[src/rtl/wb_spi_frame_bridge.sv]
// wb_spi_frame_bridge: Wishbone slave that shifts CPU-written words out as 3-wire SPI frames.
// Define WB_SPI_FRAME_BRIDGE_IRQ_EN to add the o_irq level interrupt (DONE & IE).
module wb_spi_frame_bridge #(
  parameter logic [31:0] BASE_ADDR = 32'h3000_0000,
  parameter int          MAX_BITS  = 64,
  parameter logic [7:0]  DIV_RESET = 8'd4
) (
  input  logic        wb_clk_i,
  input  logic        wb_rst_i,
  input  logic        wbs_stb_i,
  input  logic        wbs_cyc_i,
  input  logic        wbs_we_i,
  input  logic [3:0]  wbs_sel_i,
  input  logic [31:0] wbs_adr_i,
  input  logic [31:0] wbs_dat_i,
  output logic        wbs_ack_o,
  output logic [31:0] wbs_dat_o,
  output logic        o_reg_csb,
  output logic        o_reg_sclk,
  output logic        o_reg_mosi,
  output logic        o_vec_csb,
  output logic        o_vec_sclk,
  output logic        o_vec_mosi,
  output logic        o_busy
`ifdef WB_SPI_FRAME_BRIDGE_IRQ_EN
  ,
  output logic        o_irq
`endif
);

  typedef enum logic [2:0] {
    S_IDLE,
    S_SETUP,
    S_HIGH,
    S_LOW,
    S_GAP
  } state_t;

  localparam logic [6:0] MB = 7'(MAX_BITS);

  state_t state, state_n;

  logic [31:0] data0, data1;
  logic [7:0]  clkdiv, div_l, cnt;
  logic        ovr, badlen, done;
  logic [6:0]  last_len, rem;
  logic        last_tgt, tgt_l;
  logic [MAX_BITS-1:0] sh;

  logic        hit, acc, wr, rd, busy;
  logic        frame, sclk_i, mosi_i;
  logic        phase_end, len_bad, ctrl_ok, go;
  logic [1:0]  a;
  logic [6:0]  len_w;
  logic [31:0] rdata, status;
  logic [63:0] full;
  logic [MAX_BITS-1:0] ld_src;
  logic        unused;

  assign unused = &{1'b0, wbs_adr_i[1:0]};

  assign hit  = wbs_stb_i && wbs_cyc_i &&
                (wbs_adr_i[31:4] == BASE_ADDR[31:4]);
  assign acc  = hit && !wbs_ack_o;
  assign wr   = acc && wbs_we_i;
  assign rd   = acc && !wbs_we_i;
  assign a    = wbs_adr_i[3:2];
  assign busy = (state != S_IDLE);

  assign len_w   = wbs_dat_i[6:0];
  assign len_bad = (len_w == 7'd0) || (len_w > MB);
  assign ctrl_ok = wr && !busy && (a == 2'd2) &&
                   (wbs_sel_i == 4'hF);
  assign go      = ctrl_ok && wbs_dat_i[31] && !len_bad;

  assign full   = {data1, data0};
  assign ld_src = full[MAX_BITS-1:0];

  assign phase_end = (cnt == div_l);

  assign status = {15'd0, last_tgt, 1'b0, last_len,
                   4'd0, done, badlen, ovr, busy};

  always_comb begin
    rdata = '0;
    unique case (a)
      2'd0: rdata = data0;
      2'd1: rdata = (MAX_BITS > 32) ? data1 : 32'd0;
      2'd2: rdata = status;
      2'd3: rdata = {24'd0, clkdiv};
    endcase
  end

  always_comb begin
    state_n = state;
    unique case (state)
      S_IDLE:  if (go) state_n = S_SETUP;
      S_SETUP: if (phase_end) state_n = S_HIGH;
      S_HIGH:  if (phase_end) state_n = S_LOW;
      S_LOW:   if (phase_end)
                 state_n = (rem == 7'd0) ? S_GAP : S_HIGH;
      S_GAP:   if (phase_end) state_n = S_IDLE;
      default: state_n = S_IDLE;
    endcase
  end

  // Current bit always sits at the MSB of sh.
  assign frame  = (state == S_SETUP) || (state == S_HIGH) ||
                  (state == S_LOW);
  assign sclk_i = (state == S_HIGH);
  assign mosi_i = frame && sh[MAX_BITS-1];

  assign o_reg_csb  = !(frame && !tgt_l);
  assign o_reg_sclk = sclk_i && !tgt_l;
  assign o_reg_mosi = mosi_i && !tgt_l;
  assign o_vec_csb  = !(frame && tgt_l);
  assign o_vec_sclk = sclk_i && tgt_l;
  assign o_vec_mosi = mosi_i && tgt_l;
  assign o_busy     = busy;

`ifdef WB_SPI_FRAME_BRIDGE_IRQ_EN
  logic ie;

  always_ff @(posedge wb_clk_i) begin
    if (wb_rst_i) ie <= 1'b0;
    else if (ctrl_ok) ie <= wbs_dat_i[29];
  end

  assign o_irq = done && ie;
`endif

  always_ff @(posedge wb_clk_i) begin
    if (wb_rst_i) begin
      state     <= S_IDLE;
      wbs_ack_o <= 1'b0;
      wbs_dat_o <= '0;
      data0     <= '0;
      data1     <= '0;
      clkdiv    <= DIV_RESET;
      div_l     <= '0;
      cnt       <= '0;
      ovr       <= 1'b0;
      badlen    <= 1'b0;
      done      <= 1'b0;
      last_len  <= '0;
      last_tgt  <= 1'b0;
      tgt_l     <= 1'b0;
      rem       <= '0;
      sh        <= '0;
    end else begin
      wbs_ack_o <= acc;
      wbs_dat_o <= rd ? rdata : 32'd0;
      state     <= state_n;
      cnt       <= (busy && !phase_end) ? cnt + 8'd1 : 8'd0;

      if (wr && busy) begin
        ovr <= 1'b1;
      end else if (wr) begin
        unique case (a)
          2'd0:
            for (int i = 0; i < 4; i++)
              if (wbs_sel_i[i])
                data0[8*i +: 8] <= wbs_dat_i[8*i +: 8];
          2'd1:
            for (int i = 0; i < 4; i++)
              if (wbs_sel_i[i])
                data1[8*i +: 8] <= wbs_dat_i[8*i +: 8];
          2'd2:
            if (wbs_sel_i == 4'hF) begin
              if (wbs_dat_i[30]) begin
                ovr    <= 1'b0;
                badlen <= 1'b0;
                done   <= 1'b0;
              end
              if (wbs_dat_i[31] && len_bad)
                badlen <= 1'b1;
            end
          2'd3:
            if (wbs_sel_i[0]) clkdiv <= wbs_dat_i[7:0];
        endcase
      end

      if (go) begin
        sh       <= ld_src << (MB - len_w);
        rem      <= len_w;
        div_l    <= clkdiv;
        tgt_l    <= wbs_dat_i[8];
        last_len <= len_w;
        last_tgt <= wbs_dat_i[8];
      end

      // Last bit is held through its LOW phase as hold time.
      if (state == S_HIGH && phase_end) begin
        rem <= rem - 7'd1;
        if (rem > 7'd1) sh <= sh << 1;
      end

      if (state == S_GAP && phase_end) done <= 1'b1;
    end
  end

endmodule

[config.mk]
export PLATFORM = sky130hd
export DESIGN_NAME = wb_spi_frame_bridge
export DESIGN_NICKNAME = d
export VERILOG_FILES = /design/src/rtl/wb_spi_frame_bridge.sv
export SDC_FILE = /design/constraint.sdc
export NUM_CORES = 1
export LEC_CHECK = 0
export BUFFER_PORTS_ARGS = -buffer_cell sky130_fd_sc_hd__buf_2
export CAP_MARGIN = 25
export CORE_ASPECT_RATIO = 0.7
export CORE_UTILIZATION = 60
export DETAILED_ROUTE_END_ITERATION = 10
export PLACE_DENSITY = 0.89
export SLEW_MARGIN = 25
export SYNTH_ARGS = -nofsm -noshare
export SYNTH_HDL_FRONTEND = slang
export SYNTH_SLANG_ARGS = --single-unit
export TNS_END_PERCENT = 20
[constraint.sdc]
create_clock -name wb_clk_i -period 11.39 [get_ports wb_clk_i]
set_input_delay 2.278 -clock wb_clk_i [delete_from_list [all_inputs] [get_ports wb_clk_i]]
set_output_delay 2.278 -clock wb_clk_i [all_outputs]
set_load 0.01 [all_outputs]
==> results.json, run 1 <==
{
  "cts_hold_buf": 0,
  "cts-resized-gates": 0,
  "post_synth_num_cell_types": 70,
  "area_growth_syn_to_layout_pct": 11.0,
  "crit_path_start_kind": "primary input",
  "total_leakage_power_uw": 0.00569,
  "drtIter0Drc": 1817,
  "num_io_pins": 113,
  "io_buffers": 110,
  "slew_viol_final": 0,
  "seq_area_sq_um": 4120,
  "reg2reg_to": "sh[38]",
  "fmax_mhz": 177,
  "grt.overflow.total": 0,
  "finalClockSkew_ps": 14.4,
  "hpwl_um": 29600,
  "crit_path_end_kind": "register",
  "routedWlPerCell_um": 24.5,
  "layout-drive-gt1-share_pct": 21.6,
  "vias": 12200,
  "cts-root-buf": "clkbuf_16",
  "hold-path-cell-count": 2,
  "die_x_um": 175,
  "finalHoldViolations": 0,
  "synth_most_common_cell": "dfxtp_1",
  "ir_drop_v": 0.000108,
  "pwr-share-seq_pct": 44.8,
  "yosysWarnings": 0,
  "pwr-share-comb_pct": 11.2,
  "fill_cells": 1567,
  "grt_pass1_vias": 11200,
  "cts_max_level": 1,
  "clock-sinks": 206,
  "crit_arrival_ps": 6060,
  "core_sq_um": 20200,
  "grt_max_degree": 95,
  "p_sw_share_pct": 25.9,
  "grt_usage_pct": 39.6,
  "cts-buffers-inserted": 21,
  "status": "complete, no violations",
  "reg2regPathDepth": 9,
  "async_flop_share_pct": 0,
  "r2r_slack_ps": 7750,
  "cts_tree": "yes",
  "synth_common_cells": "206 x dfxtp_1, 191 x nor2_1, 129 x mux2i_1",
  "rows": 43,
  "max-clock-path-buffers": 3,
  "synth_edf_count": 0,
  "routed_wirelength_um": 42400,
  "synthesis.nets": 1488,
  "place_area_sq_um": 13300,
  "synth-seq-area-share_pct": 32.7,
  "start_util_pct": 62.4,
  "crit_fanout": 33,
  "synth-seq-cells": 206,
  "internal-power_uw": 1200,
  "yosysTopAreaCell": "dfxtp_1",
  "tightest_slew_ps": 1160,
  "clk_latency_ps": 520,
  "gp_congestion": 0.982,
  "setup_tns_ps": 0,
  "fin_crit_ps": 5640,
  "ant_nets": 0,
  "synth_area_leaders": "dfxtp_1 33%, mux4_2 13%, mux2i_1 10%",
  "synthFlopType": "dfxtp_1",
  "die_y_um": 123,
  "setup_violations": 0,
  "holdWs_ps": 459,
  "grt_first_pass_wirelength_um": 65500,
  "yosys.area.top_type_share_pct": 32.7,
  "fin_nets": 1527,
  "netlist_area_sq_um": 12600,
  "drc": 0,
  "die_area_sq_um": 21600,
  "power_frac_clock_pct": 44.0,
  "avgSynthCellArea_sq_um": 8.95,
  "place_inst": 1696,
  "p_per_area_nw_per_um2": 116,
  "cts.reportedPaths.clkPinSlew_ps": 70,
  "post-route-cell-area_sq_um": 14000,
  "multi_input_area_sq_um": 8030,
  "min-delay-start": "last_len[6]",
  "fin_cells": 1735,
  "synth_cells": 1411,
  "reg2reg_from": "state[1]",
  "worstSetupPathType": "primary input to register",
  "dr.pass1.iters": 6,
  "hp-class": "register to register",
  "via_per_inst": 7.04,
  "cp.required_ps": 11810,
  "cap_violations": 0,
  "switching_power_uw": 421,
  "relSlewSlack_pct": 21.6,
  "grt_antenna_before_repair": 1,
  "rsz0062_at_grt": "no",
  "post_cts_buffers": 0,
  "hold-path-endpoint": "last_len[6]",
  "timing.final.crit_share_pct": 49.5
}
## flip-flops by register name, summed over array words and instances (netlist names)
signal     count
sh            64
badlen         1
done           1
ovr            1
rem            7
cnt            8
data1         32
last_len       7
wbs_ack_o      1
data0         32
wbs_dat_o     32
clkdiv         8
div_l          8
state          3
tgt_l          1
## worst max path at each step
| stage | startpoint | end | cells after the start |
|---|---|---|---|
| 2_1_floorplan | wbs_dat_i[0] | sh[24] | 14 |
| 3_3_place_gp | wbs_dat_i[0] | sh[63] | 11 |
| 3_5_place_dp | wbs_dat_i[0] | sh[63] | 11 |
| 4_1_cts | wbs_dat_i[0] | sh[63] | 11 |
| 5_1_grt | wbs_dat_i[0] | sh[63] | 11 |
| 6_report | wbs_dat_i[0] | sh[63] | 11 |
## worst max-delay path, stage by stage
cell and delay, ps:
buf_2 100, buf_4 240, inv_1 150, ha_2 330, nor3b_1 570, xnor2_2 180, buf_4 360, o21ai_1 370
nor3_2 890, a22oi_1 250, a221oi_1 310
## cell families (layout without fill, tap and decap cells)
| family | count (synthesis) | after routing | share of synthesized area [%] |
|---|---|---|---|
| multiplexers | 248 | 248 | 27.3 |
| AND/OR/NAND/NOR | 478 | 478 | 17.5 |
| adder cells (fa/ha/maj) | 4 | 4 | 0.396 |
| XOR/XNOR | 18 | 18 | 1.25 |
| flip-flops | 206 | 206 | 32.7 |
| other | 0 | 2 | 0 |
| AO/OA/AOI/OAI | 319 | 319 | 16.5 |
| buffers and inverters | 138 | 190 | 4.42 |
## power by group through the flow
stage	Sequential (uW)	Clock, uW	Combinational (uW)
6_report	727	714	181
4_1_cts	727	716	176
3_3_place_gp	743	0	171
2_1_floorplan	743	0	125
5_1_grt	727	746	192
3_5_place_dp	743	0	174
## layer usage
layer / routed length [um] / vias up / track usage [%]
li1: - / 5332 / -
met1: 16900 / 5838 / 54.0
met2: 17400 / 925 / 58.1
met3: 6590 / 113 / 13.7
met4: 1540 / 0 / 14.3
met5: 0 / - / 0
## layout make-up
cell class	instances	share of cell area (%)
clock inverter	4	0.402
inverter	18	0.482
sequential	206	29.4
multi-input combinational	1067	57.3
clock buffer	32	4.62
antenna	2	0.0357
timing repair buffer	136	5.32
tap	270	2.41
## layout by cell type (no fill, tap or decap), types with 5 or more instances in the layout
master / n
nand2b_1: 8
a31oi_1: 33
a22oi_1: 36
nor4_1: 11
mux2i_1: 129
o211ai_1: 15
xor2_1: 5
nand4_1: 13
or2_2: 5
buf_2: 109
inv_1: 17
a32oi_1: 9
a211oi_1: 26
dfxtp_1: 206
nand3_1: 45
nor3_1: 19
mux2_2: 47
nand3b_1: 6
nand2_1: 123
nor2_1: 190
a21oi_1: 81
mux4_2: 72
buf_4: 26
and3_1: 15
nor2b_1: 9
clkbuf_8: 8
a311oi_1: 5
a21boi_0: 5
xnor2_1: 9
o21ai_0: 54
a21o_1: 12
o2bb2ai_1: 5
clkbuf_16: 21
a221oi_1: 10
and2_1: 5
## through the flow
step | worst slack [ps] | power, uW | utilization [%]
after global routing | 5650 | 1670 | 69.2
final | 5750 | 1620 | 69.3
after global placement | 5490 | 914 | 65.7
after floorplan | 5210 | 868 | -
after detailed placement | 5460 | 918 | 65.7
after CTS | 5910 | 1620 | 69.2
Power figures use the tool's default switching activity.
==> inputs of run 2 (changes only) <==
==> constraint.sdc (replaced) <==
create_clock -name wb_clk_i -period 5.3 [get_ports wb_clk_i]
set_input_delay 1.06 -clock wb_clk_i [delete_from_list [all_inputs] [get_ports wb_clk_i]]
set_output_delay 1.06 -clock wb_clk_i [all_outputs]
set_load 0.01 [all_outputs]
==> results.json, run 2 (same netlist as run 1, synthesis figures left out) <==
{
  "status": "complete, no violations",
  "min-delay-start": "last_len[4]",
  "die_y_um": 123,
  "reg2regPathDepth": 7,
  "place_area_sq_um": 13300,
  "die_x_um": 175,
  "critPathMaxStageDelay_ps": 990,
  "crit_chain": "buf_2 -> nand4_1 -> nor4_1 -> o2111ai_4 -> nor3_1 -> o21ai_0 -> a21oi_1",
  "core_sq_um": 20200,
  "grt_max_degree": 87,
  "grt.overflow.total": 0,
  "vias": 12200,
  "grt_antenna_before_repair": 1,
  "fin_nets": 1531,
  "cp.required_ps": 5740,
  "num_io_pins": 113,
  "hold-path-cell-count": 2,
  "cap_violations": 0,
  "grt_usage_pct": 39.8,
  "die_area_sq_um": 21600,
  "slowest_stage": "nor3_1",
  "ir_drop_v": 0.000203,
  "routedWlPerCell_um": 24.5,
  "layout_commonest_cell": "dfxtp_1",
  "clock-sinks": 206,
  "post_cts_buffers": 0,
  "reg2reg_to": "sh[22]",
  "fin_crit_ps": 4190,
  "worst-path-buf-inv": 1,
  "finalClockSkew_ps": 10.8,
  "setup_violations": 0,
  "reg2reg_from": "state[1]",
  "hp-class": "register to register",
  "hpwl_um": 30600,
  "setup_tns_ps": 0,
  "cts.reportedPaths.clkPinSlew_ps": 70,
  "start_util_pct": 62.4,
  "cts-buffers-inserted": 20,
  "clk_latency_ps": 510,
  "drtIter0Drc": 1927,
  "rows": 43,
  "io_buffers": 110,
  "timing.final.ws_setup_ps": 1110,
  "crit_fanout": 26,
  "dr.pass1.iters": 8,
  "largest_reg_flops": 64,
  "pre_cts_ws_ps": 824,
  "cts-root-buf": "clkbuf_16",
  "final_cell_mix": "206 x dfxtp_1, 190 x nor2_1, 129 x mux2i_1",
  "cts-resized-gates": 0,
  "postLayoutCoreUtil_pct": 69.5,
  "p_per_area_nw_per_um2": 249,
  "ant_nets": 0,
  "drc": 0,
  "cp_top_family": "simple AND/OR/NAND/NOR gates",
  "post-route-cell-area_sq_um": 14100,
  "relSlewSlack_pct": 29.8,
  "slew_viol_final": 0,
  "cts_tree": "yes",
  "fmax_mhz": 239,
  "max-clock-path-buffers": 3,
  "cts_hold_buf": 0,
  "finalHoldViolations": 0,
  "routed_wirelength_um": 42600,
  "hold-path-endpoint": "last_len[4]",
  "crit_arrival_ps": 4620,
  "via_per_inst": 7.00,
  "gp_congestion": 1.02,
  "timing.final.crit_share_pct": 79.0,
  "worstSetupPathType": "primary input to register",
  "diodes": 0,
  "rsz0062_at_grt": "no",
  "fill_cells": 1590,
  "crit_path_start_kind": "primary input",
  "r2r_slack_ps": 1420,
  "top_register": "sh",
  "crit_path_end_kind": "register",
  "grt_first_pass_wirelength_um": 65300,
  "cts_max_level": 1,
  "tightest_slew_ps": 1050,
  "layout-drive-gt1-share_pct": 21.8,
  "grt_pass1_vias": 11100,
  "area_growth_syn_to_layout_pct": 11.3,
  "total_leakage_power_uw": 0.00573
}
run 2: changes by cell type in the layout (fill, tap and decap cells not counted), moves of 2 or more:
cell | before | now
clkinv_4 | 1 | 3
buf_4 | 26 | 31
clkinv_2 | 0 | 2
diode_2 | 2 | 0
clkbuf_8 | 8 | 5
inv_6 | 2 | 0
run 2: per-layer routing:
metal	global-route usage (%)	up-vias	share of wire, %	routed length [um]
met5	0	-	0.031	13
met4	11.7	2	2.8	1210
met3	14.1	109	15	6260
met2	59.2	893	42	17800
met1	54.3	5827	41	17300
li1	-	5337	-	-
run 2: tightest hold or removal path: cells and delay by family (launching register included):
family | cells | cell delay, ps
AOI/OAI and AO/OA | 1 | 50
DFF | 1 | 310
and+or+nand+nor | 1 | 50
run 2: worst max-delay path by stage:
stage | endpoint | from | cells past startpoint
6_report | sh[22] | wbs_sel_i[0] | 7
5_1_grt | sh[22] | wbs_sel_i[0] | 7
4_1_cts | sh[59] | wbs_sel_i[0] | 8
3_5_place_dp | sh[63] | wbs_dat_i[0] | 10
3_3_place_gp | sh[63] | wbs_dat_i[0] | 10
2_1_floorplan | sh[24] | wbs_dat_i[0] | 14
run 2: cell type report:
type / count / area [sq um] / area share [%]
flip-flops and latches: 206 / 4120 / 29.3
clock inverters: 8 / 104 / 0.739
clock buffers: 28 / 602 / 4.28
multi-input cells: 1067 / 8030 / 57.1
well taps: 270 / 338 / 2.40
repair buffers: 141 / 793 / 5.64
inverters: 18 / 67.6 / 0.481
run 2: where the power goes:
group	leakage [uW]	total, uW	internal [uW]	switching (uW)
sequential	0.00166	1560	1560	7.07
clock	0.000346	1540	896	648
combinational	0.00373	396	141	255
run 2: stage by stage:
step | hold WS (ps) | total power, uW | std cells
after floorplan | 429 | 1870 | 1411
after global routing | 478 | 3580 | 1738
after detailed placement | 449 | 1980 | 1701
after global placement | 443 | 1970 | 1701
final | 462 | 3500 | 1738
after CTS | 458 | 3480 | 1737
